<file path="config.mk">
export PLATFORM = sky130hd
export DESIGN_NAME = vga_write_scheduler
export DESIGN_NICKNAME = d
export VERILOG_FILES = /design/src/rtl/vga_write_scheduler.sv
export SDC_FILE = /design/constraint.sdc
export NUM_CORES = 1
export LEC_CHECK = 0
export BUFFER_PORTS_ARGS = -buffer_cell sky130_fd_sc_hd__buf_2
export CAP_MARGIN = 20
export CORE_ASPECT_RATIO = 1.1
export CORE_MARGIN = 1.5
export CORE_UTILIZATION = 32
export CTS_CLUSTER_SIZE = 25
export DETAILED_ROUTE_END_ITERATION = 16
export SYNTH_ARGS = -nofsm -noshare
export SYNTH_HDL_FRONTEND = slang
export SYNTH_SLANG_ARGS = --single-unit
</file>
<file path="constraint.sdc">
create_clock -name clock -period 9.93 [get_ports clock]
set_clock_uncertainty 0.2 [all_clocks]
set_input_delay 0.4965 -clock clock [delete_from_list [all_inputs] [get_ports clock]]
set_output_delay 0.4965 -clock clock [all_outputs]
set_load 0.05 [all_outputs]
</file>
<file path="src/rtl/vga_write_scheduler.sv">
// Two-requester pixel-write arbiter with a full-screen clear engine driving one VGA SRAM write port.
// Grants are registered; the captured request is written (or flagged out of range) on the following cycle.
module vga_write_scheduler #(
  parameter logic [31:0] BASE_ADDR = 32'h0000_0000,
  parameter int unsigned SCR_W     = 640,
  parameter int unsigned SCR_H     = 480
) (
  input  logic        clock,
  input  logic        reset,
  input  logic        req0,
  input  logic        req1,
  input  logic [9:0]  x0,
  input  logic [9:0]  x1,
  input  logic [9:0]  y0,
  input  logic [9:0]  y1,
  input  logic [7:0]  color0,
  input  logic [7:0]  color1,
  output logic        gnt0,
  output logic        gnt1,
  input  logic        clear_start,
  input  logic [7:0]  clear_color,
  output logic        busy,
  output logic        clear_done,
  output logic        range_err,
  output logic        vga_sram_write,
  output logic [31:0] vga_sram_address,
  output logic [7:0]  vga_sram_writedata
);

  typedef enum logic {IDLE, CLEAR} state_e;

  state_e      state_q, state_d;
  logic        gnt0_q, gnt0_d, gnt1_q, gnt1_d;
  logic        rr_q, rr_d;
  logic [9:0]  cap_x_q, cap_x_d, cap_y_q, cap_y_d;
  logic [7:0]  cap_c_q, cap_c_d;
  logic [9:0]  cx_q, cx_d, cy_q, cy_d;
  logic        fill_end_q, fill_end_d;
  logic [7:0]  fill_c_q, fill_c_d;
  logic        wr_q, wr_d;
  logic [31:0] addr_q, addr_d;
  logic [7:0]  data_q, data_d;
  logic        busy_q, busy_d;
  logic        done_q, done_d;
  logic        err_q, err_d;

  logic        pend, in_range, el0, el1, pick1;
  logic [9:0]  cx_nxt, cy_nxt;
  logic        at_last;

  function automatic logic [31:0] pix_addr(input logic [9:0] x, input logic [9:0] y);
    return BASE_ADDR + {22'd0, x} + ({22'd0, y} * SCR_W);
  endfunction

  always_comb begin
    cx_nxt  = cx_q + 10'd1;
    cy_nxt  = cy_q;
    at_last = 1'b0;
    if (cx_q == 10'(SCR_W - 1)) begin
      cx_nxt = '0;
      if (cy_q == 10'(SCR_H - 1)) begin
        cy_nxt  = '0;
        at_last = 1'b1;
      end else begin
        cy_nxt = cy_q + 10'd1;
      end
    end
  end

  always_comb begin
    state_d    = state_q;
    gnt0_d     = 1'b0;
    gnt1_d     = 1'b0;
    rr_d       = rr_q;
    cap_x_d    = cap_x_q;
    cap_y_d    = cap_y_q;
    cap_c_d    = cap_c_q;
    cx_d       = cx_q;
    cy_d       = cy_q;
    fill_end_d = fill_end_q;
    fill_c_d   = fill_c_q;
    wr_d       = 1'b0;
    addr_d     = addr_q;
    data_d     = data_q;
    busy_d     = busy_q;
    done_d     = 1'b0;
    err_d      = 1'b0;
    pick1      = 1'b0;

    pend     = gnt0_q | gnt1_q;
    in_range = ({22'd0, cap_x_q} < SCR_W) && ({22'd0, cap_y_q} < SCR_H);
    // A requester's data is still the granted one on the gnt cycle, so it is masked then.
    el0      = req0 & ~gnt0_q;
    el1      = req1 & ~gnt1_q;

    if (pend) begin
      if (in_range) begin
        wr_d   = 1'b1;
        addr_d = pix_addr(cap_x_q, cap_y_q);
        data_d = cap_c_q;
      end else begin
        err_d = 1'b1;
      end
    end

    case (state_q)
      IDLE: begin
        // clear_start is only accepted when no granted write is still in flight,
        // since the first fill write would otherwise collide with it on the port.
        if (clear_start) begin
          if (!pend) begin
            state_d    = CLEAR;
            busy_d     = 1'b1;
            fill_c_d   = clear_color;
            wr_d       = 1'b1;
            addr_d     = pix_addr(cx_q, cy_q);
            data_d     = clear_color;
            cx_d       = cx_nxt;
            cy_d       = cy_nxt;
            fill_end_d = at_last;
          end
        end else if (el0 | el1) begin
          pick1   = el1 & (~el0 | rr_q);
          gnt0_d  = ~pick1;
          gnt1_d  = pick1;
          rr_d    = ~pick1;
          cap_x_d = pick1 ? x1 : x0;
          cap_y_d = pick1 ? y1 : y0;
          cap_c_d = pick1 ? color1 : color0;
        end
      end
      CLEAR: begin
        if (fill_end_q) begin
          fill_end_d = 1'b0;
          busy_d     = 1'b0;
          done_d     = 1'b1;
          state_d    = IDLE;
        end else begin
          wr_d       = 1'b1;
          addr_d     = pix_addr(cx_q, cy_q);
          data_d     = fill_c_q;
          cx_d       = cx_nxt;
          cy_d       = cy_nxt;
          fill_end_d = at_last;
        end
      end
      default: state_d = IDLE;
    endcase
  end

  always_ff @(posedge clock or negedge reset) begin
    if (!reset) begin
      state_q    <= IDLE;
      gnt0_q     <= 1'b0;
      gnt1_q     <= 1'b0;
      rr_q       <= 1'b0;
      cap_x_q    <= '0;
      cap_y_q    <= '0;
      cap_c_q    <= '0;
      cx_q       <= '0;
      cy_q       <= '0;
      fill_end_q <= 1'b0;
      fill_c_q   <= '0;
      wr_q       <= 1'b0;
      addr_q     <= '0;
      data_q     <= '0;
      busy_q     <= 1'b0;
      done_q     <= 1'b0;
      err_q      <= 1'b0;
    end else begin
      state_q    <= state_d;
      gnt0_q     <= gnt0_d;
      gnt1_q     <= gnt1_d;
      rr_q       <= rr_d;
      cap_x_q    <= cap_x_d;
      cap_y_q    <= cap_y_d;
      cap_c_q    <= cap_c_d;
      cx_q       <= cx_d;
      cy_q       <= cy_d;
      fill_end_q <= fill_end_d;
      fill_c_q   <= fill_c_d;
      wr_q       <= wr_d;
      addr_q     <= addr_d;
      data_q     <= data_d;
      busy_q     <= busy_d;
      done_q     <= done_d;
      err_q      <= err_d;
    end
  end

  assign gnt0               = gnt0_q;
  assign gnt1               = gnt1_q;
  assign busy               = busy_q;
  assign clear_done         = done_q;
  assign range_err          = err_q;
  assign vga_sram_write     = wr_q;
  assign vga_sram_address   = addr_q;
  assign vga_sram_writedata = data_q;

endmodule

</file>
# Word level (Yosys, flattened, before mapping)
# Cells that the tools add are included.
classes:
  mux: 56
  n_lt_le_gt_ge: 2
  addsub: 4
  eq_ne: 6
  n_reduce_logical: 6
  mul: 2
  n_bitwise: 13
ops:
  columns: ["op", "count"]
  rows:
  - ["$mux W32", 5]
  - ["$mux W10", 11]
  - ["$pmux W32 S2", 1]
  - ["$mux W8", 6]
  - ["$add A10 B20 Y21", 2]
  - ["$pmux W10 S2", 2]
  - ["$mul A10 B3 Y13 const B", 2]
  - ["$mux W1", 26]
  - ["$add A10 B1 Y10 const B", 2]
  - ["$pmux W8 S2", 1]
  - ["$reduce_and A3 Y1", 4]
  - ["$eq A10 B10 Y1 const B", 1]
  - ["$eq A10 B9 Y1 const B", 1]
  - ["$lt A10 B10 Y1 const B", 1]
  - ["$lt A10 B9 Y1 const B", 1]
  - ["$pmux W1 S2", 4]
  - ["$not A1 Y1", 7]
  - ["$ne A2 B2 Y1 const B", 3]
  - ["$and A1 B1 Y1", 3]
  - ["$or A1 B1 Y1", 3]
  - ["$ne A2 B1 Y1 const B", 1]
  - ["$reduce_and A2 Y1", 1]
  - ["$logic_and A1 B1 Y1", 1]
totals:
  output_inout_bits: 46
  reg_bits: 105

# Logic depth before layout (Yosys ltp)
# Gate-level depths: netlist (run 1).
logic_depth:
  depth_word: 9
  depth_mapped: 9
  depth_no_buf: 9

# Least setup slack after synthesis (run 1)
# Ideal clock, no wire load.
synth_path:
  kind: "reg-to-reg"
  startpoint: "register cap_y_q[1]"
  endpoint: "register addr_q[18] (netlist: vga_sram_address[18])"
  stages_incl_launch_ff: 10
  setup_ns: 0.134
  arrival_time_ns: 3.011
  period_less_slack_ns: 3.346
  slack_ns: 6.584
  cell_sequence: "dfrtp_1 ha_1 ha_1 fa_1 xnor2_1 or4_4 a211o_2 nor4b_4 mux2i_1 a211oi_2"
synth_between:
  elab_chain_len: 7
  word_cells_on_any_way: 10
  cone_classes: "add/sub: 1; mul: 1; order compare: 1; mux: 6; reduce/logical: 1"
synth_lines:
  columns: ["element", "line_no", "source"]
  rows:
  - ["start: declaration", "35", "logic [9:0] cap_x_q, cap_x_d, cap_y_q, cap_y_d;"]
  - ["start signal: assignment", "176", "cap_y_q <= cap_y_d;"]
  - ["$mul A10 B3 Y13 / $lt A10 B9 Y1 (equally long branches)", "52, 91", null]
  - ["$add A10 B20 Y21 / $logic_and A1 B1 Y1 (equally long branches)", "52, 91", null]
  - ["$mux W32 *", "97", "if (in_range) begin"]
  - ["$mux W32 *", "96", "if (pend) begin"]
  - ["$mux W32", "111", "if (!pend) begin"]
  - ["$mux W32", "110", "if (clear_start) begin"]
  - ["$pmux W32 S2 *", "106", "case (state_q)"]
  - ["via addr_d[18]", "41", "logic [31:0] addr_q, addr_d;"]
  - ["end signal: assignment", "183", "addr_q <= addr_d;"]
  - ["end: declaration", "41", null]
# The timed path passes the listed nets; every way through them passes the cells marked *.
# A chain may end at the register's enable or synchronous reset.

# Worst setup path in the final report (run 1)
layout_path:
  startpoint: "register cap_y_q[1]"
  endpoint: "register addr_q[15] (netlist: vga_sram_address[15])"
# The elaborated chain is that of the path after synthesis.

==> results by group, run 1 <==
Outcome
  • Status: finished, final reports clean

Yosys
  • Post-Syn Area: 6130 um2
  • Cells after Synth: 615
  • Post-synthesis mux area share: 9.63%
  • Synth warn: 0
  • Largest family of logic cells by synthesized area: compound AO/OA/AOI/OAI gates
  • Syn avg cell area: 9.97 um2
  • Xor and xnor area share after synthesis: 5.29%
  • Compound-cell area share of the yosys netlist: 15.2%
  • Syn Nets: 728
  • Post-synth EDFFs: 0
  • Main synth FF type: dfrtp_1
  • Post-synth ARST share: 100%
  • Post-Synth Adder-Cell Area: 9.47%
  • Yosys top cell area share: 42.9%
  • Yosys reg bits: 105
  • Library cells used by synthesis: 57
  • Top cells by area, synth: dfrtp_1 43%, ha_1 8.2%, mux2i_1 8.2%
  • Sequential element share of the synthesized area: 42.9%
  • Synth area leader: dfrtp_1
  • Simple-Gate Fraction of Synth Area: 15.0%

Cells and area
  • Layout cells sized above 1: 21.7%
  • Layout area overhead: 19.1%
  • Register area: 2630 um2
  • Commonest non-fill, non-tap cells in the layout: 113 x buf_2, 105 x dfrtp_1, 72 x o21ai_0
  • Finished Core Util: 39.2%
  • Cell area after layout: 7300 um2
  • Cell Count, Final, Fillers Out: 970
  • Area of the multi-input gates: 3360 um2
  • Most common cell after layout, fill and taps aside: buf_2
  • N_diodes: 0
  • Nets: 835
  • # fillers: 1862

CTS
  • Post-CTS sizing: 0
  • Hold buffer count at cts: 1
  • Post-CTS Setup Repair Bufs: 0
  • TritonCTS buffer count: 9
  • CTS tree: done
  • Worst skew pair latency: 0.35 ns
  • Clk root buf: clkbuf_16
  • Clk buf depth: 2
  • Clk sinks: 105
  • Clock slew at reported path FFs: 0.08 ns
  • Htree depth: 3

Timing
  • Fmax: 0.283 GHz
  • Fin. Hold Viols: 0
  • Setup violations, final: 0
  • Least-Margin Pin Slew: 0.897 ns
  • Period utilization: 35.5%
  • Final Max Slew Viols: 0
  • Slew HR: 40.0%
  • Minimum clock period: 3.53 ns
  • Final TNS setup: 0 ns
  • RSZ-0062 raised after global routing: false

Routing
  • Via density: 4.95
  • Avg WL per Cell: 14.5 um
  • # DRC: 0
  • DRT Pass-1 Iters: 4
  • Starting DRT DRC Count: 259
  • DR vias: 4802
  • Routed Antenna Nets: 0
  • Total Wirelength: 14.1 mm

GRT
  • First-pass GRT wire length: 23.3 mm
  • Initial antenna violation count: 0
  • GR Overflow Total: 0
  • Vias in the first global route: 4632
  • Largest net degree at the start of global routing: 82
  • Total GRT Usage: 14.6%

Critical path
  • CP peak stage delay: 0.55 ns
  • CP Cell Sequence: ha_1 > ha_1 > fa_1 > xnor2_1 > or4_4 > a211o_2 > or3_1 > a31oi_1 > mux2i_1
  • Worst Path Required: 9.96 ns
  • Critical path class: flip-flop to flip-flop
  • Critical path's most frequent cell: ha_1
  • Worst path slowest cell: or4_4
  • Crit path capture type: flip-flop
  • Crit path DAT: 3.55 ns
  • Crit start category: flip-flop
  • Critical path peak fanout: 6

Power and ir drop
  • Peak supply drop: 0.121 mV
  • Leakage: 0.00358 uW
  • Final Power: 2020 uW
  • Pwr per Cell Area: 277 nW/um2

Hold path
  • Type of the tightest min-delay check: input port to flip-flop

Floorplan
  • I/O pin count: 115
  • Starting Density: 32.9%
  • Placement Rows: 52
  • Core Footprint: 18600 um2
  • Die area: 20000 um2
  • Chip Width: 135 um
  • Chip height: 148 um

Placed design
  • DP Wirelength: 10.4 mm
  • IO buf count: 114
  • Gpl congestion: 0.806
  • Placed Cells: 952
  • Placed inst area: 6970 um2

Flow run
  • Reported max-cap violation count: 0
Yosys cell counts, drive strengths merged (13+ instances only):
| library cell | n |
|---|---|
| nor2 | 32 |
| ha | 40 |
| xor2 | 15 |
| xnor2 | 22 |
| a21oi | 21 |
| inv | 13 |
| mux2i | 50 |
| dfrtp | 105 |
| nand2 | 68 |
| o21ai | 72 |
| and3 | 17 |
| clkbuf | 23 |
sequential cells by signal, summed over array words and instances, names as in the netlist, 8 cells and up:
signal	cells
vga_sram_writedata	8
vga_sram_address	32
cy_q	10
cx_q	10
cap_y_q	10
fill_c_q	8
cap_c_q	8
cap_x_q	10
power by group:
group | internal, uW | total (uW) | switching, uW
registers | 569 | 674 | 105
clock network | 175 | 345 | 170
logic | 372 | 1000 | 633
through the flow:
stage          hold slack, ns  worst slack [ns]
2_1_floorplan        0.000909              6.58
5_1_grt                 0.167              6.26
3_3_place_gp            0.222              6.48
3_5_place_dp            0.225              6.41
4_1_cts                 0.172              6.41
6_report                0.183              6.40
final timing paths:
| check | startpoint | endpoint | slack (ns) | depth (start not counted) |
|---|---|---|---|---|
| setup / recovery | cap_y_q[1] | vga_sram_address[15] | 6.40 | 9 |
| hold / removal | clear_color[0] | fill_c_q[0] | 0.18 | 2 |
| setup reg to reg | cap_y_q[1] | vga_sram_address[15] | 6.40 | 9 |
| hold reg to reg | cap_c_q[4] | cap_c_q[4] | 0.28 | 2 |
| max in group asynchronous | reset | cy_q[8] | 8.24 | 4 |
| min in group asynchronous | reset | vga_sram_address[30] | 0.39 | 2 |
layer usage:
layer | up-vias | track usage, % | wire length [um] | part of all wire, %
met4 | 0 | 4.19 | 159 | 1.1
li1 | 2425 | - | - | -
met2 | 71 | 22.7 | 6460 | 46
met1 | 2298 | 20.6 | 6980 | 49
met5 | - | 0 | 0 | 0
met3 | 8 | 2.79 | 516 | 3.7
cell type report:
class	count	share of cell area, %
Timing Repair Buffer	123	9.08
Multi-Input combinational cell	469	46.1
Inverter	14	0.720
Clock inverter	7	0.874
Tap cell	243	4.17
Sequential cell	105	36.0
Clock buffer	9	3.09
worst max-delay path, delay by kind of cell, from the launching register on:
family | cells | cell delay (ns)
mux | 1 | 0.10
compound gates | 2 | 0.58
simple gates | 2 | 0.91
fa+ha+maj | 3 | 0.99
flops | 1 | 0.42
xor+xnor | 1 | 0.20
kinds of logic (layout without fill, tap and decap cells):
| group | after synthesis | in the layout |
|---|---|---|
| xor+xnor | 37 | 37 |
| flops | 105 | 105 |
| fa+ha+maj | 44 | 44 |
| mux | 58 | 58 |
| compound gates | 151 | 151 |
| buf+inv | 41 | 153 |
| simple gates | 179 | 179 |
(Power assumes the default switching activity.)
==> run 2: changes to the inputs <==
--- a/config.mk
+++ b/config.mk
@@ -5,6 +5,7 @@
 export SDC_FILE = /design/constraint.sdc
 export NUM_CORES = 1
 export LEC_CHECK = 0
+export ABC_AREA = 1
 export BUFFER_PORTS_ARGS = -buffer_cell sky130_fd_sc_hd__buf_2
 export CAP_MARGIN = 20
 export CORE_ASPECT_RATIO = 1.1
==> constraint.sdc (replaced) <==
create_clock -name clock -period 2.85 [get_ports clock]
set_clock_uncertainty 0.2 [all_clocks]
set_input_delay 0.1425 -clock clock [delete_from_list [all_inputs] [get_ports clock]]
set_output_delay 0.1425 -clock clock [all_outputs]
set_load 0.05 [all_outputs]
==> run 2 against run 1 <==
  * Maximum frequency is 31% higher
  * Sequential power grew to 3.3 times the previous value
  * Sequential share of layout area is 3.6 points lower
  * Highest routed layer unchanged
==> results by group, run 2 <==
GRT
  • Largest net degree at the start of global routing: 83 (+1.2%)
  • Initial antenna violation count: 0 (unchanged)
  • Vias in the first global route: 5537 (+20%)
  • First-pass GRT wire length: 27.2 mm (+16%)
  • GR Overflow Total: 0 (unchanged)
  • Total GRT Usage: 17.0% (+2.4 points)

Routing
  • Avg WL per Cell: 13.5 um (-7.1%)
  • Routed Antenna Nets: 0 (unchanged)
  • DRT Pass-1 Iters: 5 (+1)
  • Starting DRT DRC Count: 271 (+4.6%)
  • # DRC: 0 (unchanged)
  • DR vias: 5724 (+19%)
  • Via density: 4.71 (-4.8%)
  • DR top layer: met4
  • Met3 wire len: 476 um (-7.8%)
  • WL met1: 7.36 mm (+5.4%)
  • Total Wirelength: 16.4 mm (+16%)
  • Metal2 WL: 8.21 mm (+27%)

Floorplan
  • Chip Width: 136 um (+0.65%)
  • I/O pin count: 115 (unchanged)
  • Die area: 20300 um2 (+1.3%)
  • Chip height: 149 um (+0.65%)
  • Core Footprint: 19100 um2 (+2.6%)
  • Starting Density: 32.5% (-0.42 points)
  • Placement Rows: 53 (+1.9%)

Yosys
  • Library cells used by synthesis: 43 (-25%)
  • Cells after Synth: 783 (+27%)
  • Syn Nets: 896 (+23%)
  • Synth area leader: dfrtp_1
  • Syn avg cell area: 7.93 um2 (-20%)
  • Yosys reg bits: 105 (unchanged)
  • Commonest cells in the netlist: 190 x nand2_1, 105 x dfrtp_1, 102 x inv_1, 78 x nor2_1, 56 x a21oi_1
  • Synth warn: 0 (unchanged)
  • Main synth FF type: dfrtp_1
  • Top cells by area, synth: dfrtp_1 42%, nand2_1 11%, ha_1 8.1%
  • Post-synth EDFFs: 0 (unchanged)
  • Most frequent cell after synthesis: nand2_1
  • Post-Syn Area: 6210 um2 (+1.3%)
  • Sequential element share of the synthesized area: 42.3% (-0.56 points)
  • Yosys top cell area share: 42.3% (-0.56 points)
  • Post-synth ARST share: 100% (unchanged)

Timing
  • Final TNS setup: 0 ns (unchanged)
  • Period utilization: 94.7% (+59 points)
  • Minimum clock period: 2.70 ns (-0.829 ns)
  • Setup violations, final: 0 (unchanged)
  • Final Max Slew Viols: 0 (unchanged)
  • Least-Margin Pin Slew: 0.898 ns (+0.000532 ns)
  • Fin. Hold Viols: 0 (unchanged)
  • Slew HR: 40.1% (+0.12 points)
  • Fmax: 0.370 GHz (+31%)

Power and ir drop
  • Net Sw Frac: 43.6% (-1.3 points)
  • Cell-internal power: 4230 uW (+280%)
  • Peak supply drop: 0.538 mV (+340%)
  • Psw: 3270 uW (+260%)
  • Flop pwr share: 29.6% (-3.7 points)
  • Pwr per Cell Area: 922 nW/um2 (+230%)
  • Clk pwr share: 18.9% (+1.9 points)
  • Combinational power share: 51.5% (+1.8 points)
  • Leakage: 0.00403 uW (+12%)

Hold path
  • Type of the tightest min-delay check: input port to asynchronous set/reset pin

CTS
  • TritonCTS buffer count: 9 (unchanged)
  • Clock slew at reported path FFs: 0.07 ns (about the same)
  • CTS tree: done
  • Htree depth: 3 (unchanged)
  • Clk buf depth: 2 (unchanged)
  • Worst skew pair latency: 0.35 ns (about the same)
  • Clk root buf: clkbuf_16
  • Clk sinks: 105 (unchanged)

Placed design
  • DP Wirelength: 11.7 mm (+13%)
  • Placed inst area: 7070 um2 (+1.4%)
  • IO buf count: 114 (unchanged)
  • Gpl congestion: 0.839 (+4.1%)

Cells and area
  • # fillers: 1926 (+3.4%)
  • Layout cells sized above 1: 18.5% (-3.2 points)
  • Max FFs per register: 32 (unchanged)
  • Layout area overhead: 30.8%
  • Nets: 1077 (+29%)
  • N_diodes: 0 (unchanged)
  • Most common cell after layout, fill and taps aside: nand2_1
  • Commonest non-fill, non-tap cells in the layout: 190 x nand2_1, 113 x buf_2, 104 x dfrtp_1
  • Cell area after layout: 8120 um2 (+11%)

Critical path
  • Crit start category: flip-flop
  • Crit path capture type: flip-flop
  • Worst Path Required: 2.88 ns (-7.08 ns)
  • Crit path DAT: 2.73 ns (-0.82 ns)
  • Critical path class: flip-flop to flip-flop
  • Critical path peak fanout: 4 (-2)

Outcome
  • Status: finished, final reports clean

Flow run
  • Reported max-cap violation count: 0 (unchanged)
-- run 2: power groups by stage --
stage / Combinational (uW) / Clock [uW] / Sequential (uW)
after CTS: 3770 / 1450 / 2220
after floorplan: 2160 / 0 / 2680
after detailed placement: 3470 / 0 / 2250
after global placement: 3440 / 0 / 2240
final: 3860 / 1420 / 2220
after global routing: 4350 / 1510 / 2270
-- run 2: path summary, 6_finish.rpt --
| check | slack, ns | start | cells after the start | end |
|---|---|---|---|---|
| worst max-delay path | 0.15 | cap_y_q[3] | 12 | vga_sram_address[16] |
| worst min-delay path | 0.03 | reset | 2 | cap_x_q[4] |
| worst max register to register | 0.15 | cap_y_q[3] | 12 | vga_sram_address[16] |
| worst min register to register | 0.29 | vga_sram_address[7] | 2 | vga_sram_address[7] |
| max in group asynchronous | 1.63 | reset | 3 | cy_q[3] |
| min in group clock | 0.26 | req0 | 6 | gnt0 |
-- run 2: area by class of cell --
cell class | count | area (um2) | area share, %
timing repair buffer | 190 | 1320 | 16.3
clock inverter | 3 | 71.3 | 0.878
clock buffer | 12 | 267 | 3.28
inverter | 110 | 418 | 5.15
multi-input combinational | 548 | 3110 | 38.3
tap | 247 | 309 | 3.81
sequential | 105 | 2630 | 32.4
-- run 2: layer usage --
layer	vias up	track usage, %
met4	0	5.97
met1	2668	22.4
met3	26	2.38
li1	2920	-
met2	110	28.4
met5	-	0
-- run 2: per-stage QoR --
stage	power [uW]	utilization [%]	hold slack (ns)	instances	worst slack (ns)
after CTS	7450	42.2	0.0365	1212	0.0596
after floorplan	4840	-	-0.353	783	0.250
after global placement	5680	37.0	-0.132	1131	0.161
final	7490	42.5	0.0339	1215	0.150
after detailed placement	5720	37.0	-0.125	1131	0.0714
after global routing	8130	42.5	0.0801	1215	-0.00224
-- run 2: logic make-up (layout without fill, tap and decap cells) --
group / count (synthesis) / count (layout) / synth area share [%]
AND/OR/NAND/NOR: 356 / 356 / 25.7
AO/OA/AOI/OAI: 135 / 135 / 12.5
flip-flops: 105 / 105 / 42.3
adder cells (fa/ha/maj): 44 / 44 / 9.35
XOR/XNOR: 12 / 12 / 1.81
buffers and inverters: 130 / 315 / 8.16
multiplexers: 1 / 1 / 0.161
-- run 2: timing repair --
item	in CTS	in global routing
endpoints found under the hold margin	150	0
hold buffers	66	0
gates resized for setup	0	8
buffers inserted	0	3
setup endpoints to repair	0	4
-- run 2: critical path: stages, from the launching register on --
cell and delay (ns):
dfrtp_1 0.39, ha_1 0.30, ha_2 0.19, fa_1 0.52, nand2_1 0.07, nor2_1 0.08
nand2_1 0.08, a21oi_2 0.21, nand3_2 0.13, nor2_4 0.14, a21oi_1 0.07, o21ai_0 0.09
nand3_1 0.10
==> run 3: changes to the inputs <==
--- a/config.mk
+++ b/config.mk
@@ -5,7 +5,6 @@
 export SDC_FILE = /design/constraint.sdc
 export NUM_CORES = 1
 export LEC_CHECK = 0
-export ABC_AREA = 1
 export BUFFER_PORTS_ARGS = -buffer_cell sky130_fd_sc_hd__buf_2
 export CAP_MARGIN = 20
 export CORE_ASPECT_RATIO = 1.1
@@ -13,6 +12,7 @@
 export CORE_UTILIZATION = 32
 export CTS_CLUSTER_SIZE = 25
 export DETAILED_ROUTE_END_ITERATION = 16
+export SLEW_MARGIN = 30
 export SYNTH_ARGS = -nofsm -noshare
 export SYNTH_HDL_FRONTEND = slang
 export SYNTH_SLANG_ARGS = --single-unit
==> run 3 against run 2 <==
  * The run now ends with setup timing left
  * Register-to-register slack worse by 0.54 ns
  * Sequential share of layout area is 1.4 points lower
  * Clock power is 8% lower
  * Combinational power is 16% higher
==> results by group, run 3 (synthesis gave the netlist of run 1 again) <==
Outcome
  • Status: finished, violations left
  • Violations in the final reports: setup timing

CTS
  • Worst skew pair latency: 0.36 ns (about the same)
  • CTS tree: done
  • Clk sinks: 105 (unchanged)
  • Clock slew at reported path FFs: 0.08 ns (about the same)
  • Clk buf depth: 2 (unchanged)
  • TritonCTS buffer count: 9 (unchanged)
  • Clk root buf: clkbuf_16
  • Htree depth: 3 (unchanged)

Routing
  • Avg WL per Cell: 14.9 um (+10%)
  • Routed Antenna Nets: 0 (unchanged)
  • DRT Pass-1 Iters: 4 (-1)
  • Starting DRT DRC Count: 378 (+39%)
  • Total Wirelength: 16.3 mm (-0.72%)
  • Via density: 4.92 (+4.4%)
  • # DRC: 0 (unchanged)
  • DR vias: 5380 (-6.0%)

Floorplan
  • Starting Density: 32.9% (+0.42 points)
  • Placement Rows: 52 (-1.9%)
  • Chip Width: 135 um (-0.64%)
  • Die area: 20000 um2 (-1.3%)
  • I/O pin count: 115 (unchanged)
  • Core Footprint: 18600 um2 (-2.6%)
  • Chip height: 148 um (-0.64%)

Cells and area
  • Register area: 2630 um2 (about the same)
  • # fillers: 1776 (-7.8%)
  • Nets: 959 (-11%)
  • Cell area after layout: 8480 um2 (+4.4%)
  • Max FFs per register: 32 (unchanged)
  • Area of the multi-input gates: 3440 um2 (+11%)
  • Layout cells sized above 1: 26.7% (+8.2 points)
  • Layout area overhead: 38.4%
  • Commonest non-fill, non-tap cells in the layout: 113 x buf_2, 105 x dfrtp_1, 71 x o21ai_0
  • N_diodes: 0 (unchanged)
  • Most common cell after layout, fill and taps aside: buf_2

Timing
  • RSZ-0062 raised after global routing: true
  • Fin. Hold Viols: 0 (unchanged)
  • Minimum clock period: 3.24 ns (+0.542 ns)
  • Worst Setup Slack, final: -0.391 ns (-0.542 ns)
  • Minimum hold slack: 0.0985 ns (+0.0646 ns)
  • Least-Margin Pin Slew: 0.555 ns (-0.342 ns)
  • Final Max Slew Viols: 0 (unchanged)
  • Period utilization: 114% (+19 points)
  • Slew HR: 63.0% (+23 points)
  • Setup violations, final: 5 (+5)
  • Fmax: 0.309 GHz (-17%)

Placed design
  • DP Wirelength: 11.3 mm (-4.0%)
  • Gpl congestion: 0.793 (-5.4%)
  • Placed inst area: 7440 um2 (+5.2%)
  • IO buf count: 114 (unchanged)

Hold path
  • Type of the tightest min-delay check: input port to asynchronous set/reset pin

Flow run
  • Reported max-cap violation count: 0 (unchanged)

Critical path
  • Worst Path Required: 2.90 ns (+0.02 ns)
  • Crit start category: flip-flop
  • Crit path capture type: flip-flop
  • Crit path DAT: 3.29 ns (+0.56 ns)
  • Critical path peak fanout: 4 (unchanged)
  • Critical path class: flip-flop to flip-flop

Power and ir drop
  • Peak supply drop: 0.483 mV (-10%)
  • Leakage: 0.00416 uW (+3.2%)
  • Final Power: 8100 uW (+8.2%)
  • Pwr per Cell Area: 956 nW/um2 (+3.6%)

GRT
  • Initial antenna violation count: 0 (unchanged)
  • Vias in the first global route: 5339 (-3.6%)
  • First-pass GRT wire length: 26.4 mm (-2.7%)
  • GR Overflow Total: 0 (unchanged)
  • Total GRT Usage: 16.7% (-0.32 points)
  • Largest net degree at the start of global routing: 46 (-45%)
-- run 3: changes by cell type in the layout (fill, tap and decap cells not counted), sizes merged, moves of 31 or more --
cell,before,now
nand2,194,68
nor2,87,32
nand3,44,11
a21oi,58,21
inv,111,15
mux2i,1,50
o21ai,41,72
buf,124,181
-- run 3: path summary, 6_finish.rpt --
kind | from | to | slack [ns] | cells past startpoint
max | cap_y_q[3] | vga_sram_address[18] | -0.39 | 9
min | reset | cap_x_q[6] | 0.1 | 2
max reg2reg | cap_y_q[3] | vga_sram_address[18] | -0.39 | 9
min reg2reg | cap_c_q[2] | cap_c_q[2] | 0.29 | 2
max in group asynchronous | reset | cap_y_q[9] | 1.60 | 3
min in group clock | cap_c_q[2] | cap_c_q[2] | 0.29 | 2
-- run 3: timing repair --
action / in CTS / in global routing
cloned: 0 / 0
buffers inserted: 2 / 1
pin swaps: 4 / 9
hold endpoints to repair: 83 / 0
setup endpoints to repair: 6 / 22
gates resized for setup: 3 / 6
hold buffers: 66 / 0
-- run 3: cell type report --
| type | count | share of cell area [%] |
|---|---|---|
| Clock inverter | 7 | 0.988 |
| Timing Repair Buffer | 247 | 20.6 |
| Multi-Input combinational cell | 469 | 40.5 |
| Tap cell | 243 | 3.59 |
| Clock buffer | 9 | 2.66 |
| Inverter | 14 | 0.620 |
| Sequential cell | 105 | 31.0 |
-- run 3: through the flow --
step	util, %	std cells	TNS [ns]	setup WS [ns]
floorplan	-	615	-1.62	-0.398
global placement	40.0	1009	-1.80	-0.405
detailed placement	40.0	1009	-2.05	-0.442
CTS	45.3	1093	-1.76	-0.405
global route	45.6	1094	-2.36	-0.514
finish	45.6	1094	-1.78	-0.391
-- run 3: layer usage --
metal | GRT usage, % | wire length (um) | vias to the layer above
met1 | 22.5 | 7750 | 2554
met4 | 5.81 | 325 | 0
met3 | 3.03 | 577 | 23
li1 | - | - | 2690
met5 | 0 | 0 | -
met2 | 26.8 | 7640 | 113
-- run 3: report_power, final --
group	internal, uW	total, uW	switching [uW]
registers	1980	2330	348
logic	1990	4480	2490
clock network	629	1300	667
-- run 3: critical path: stages, from the launching register on --
cell and delay [ns]:
dfrtp_1 0.41, ha_4 0.26, ha_4 0.17, fa_2 0.42, xnor2_2 0.15, or4_4 0.55
a211o_4 0.38, nor4b_4 0.26, mux2i_1 0.24, a211oi_2 0.09
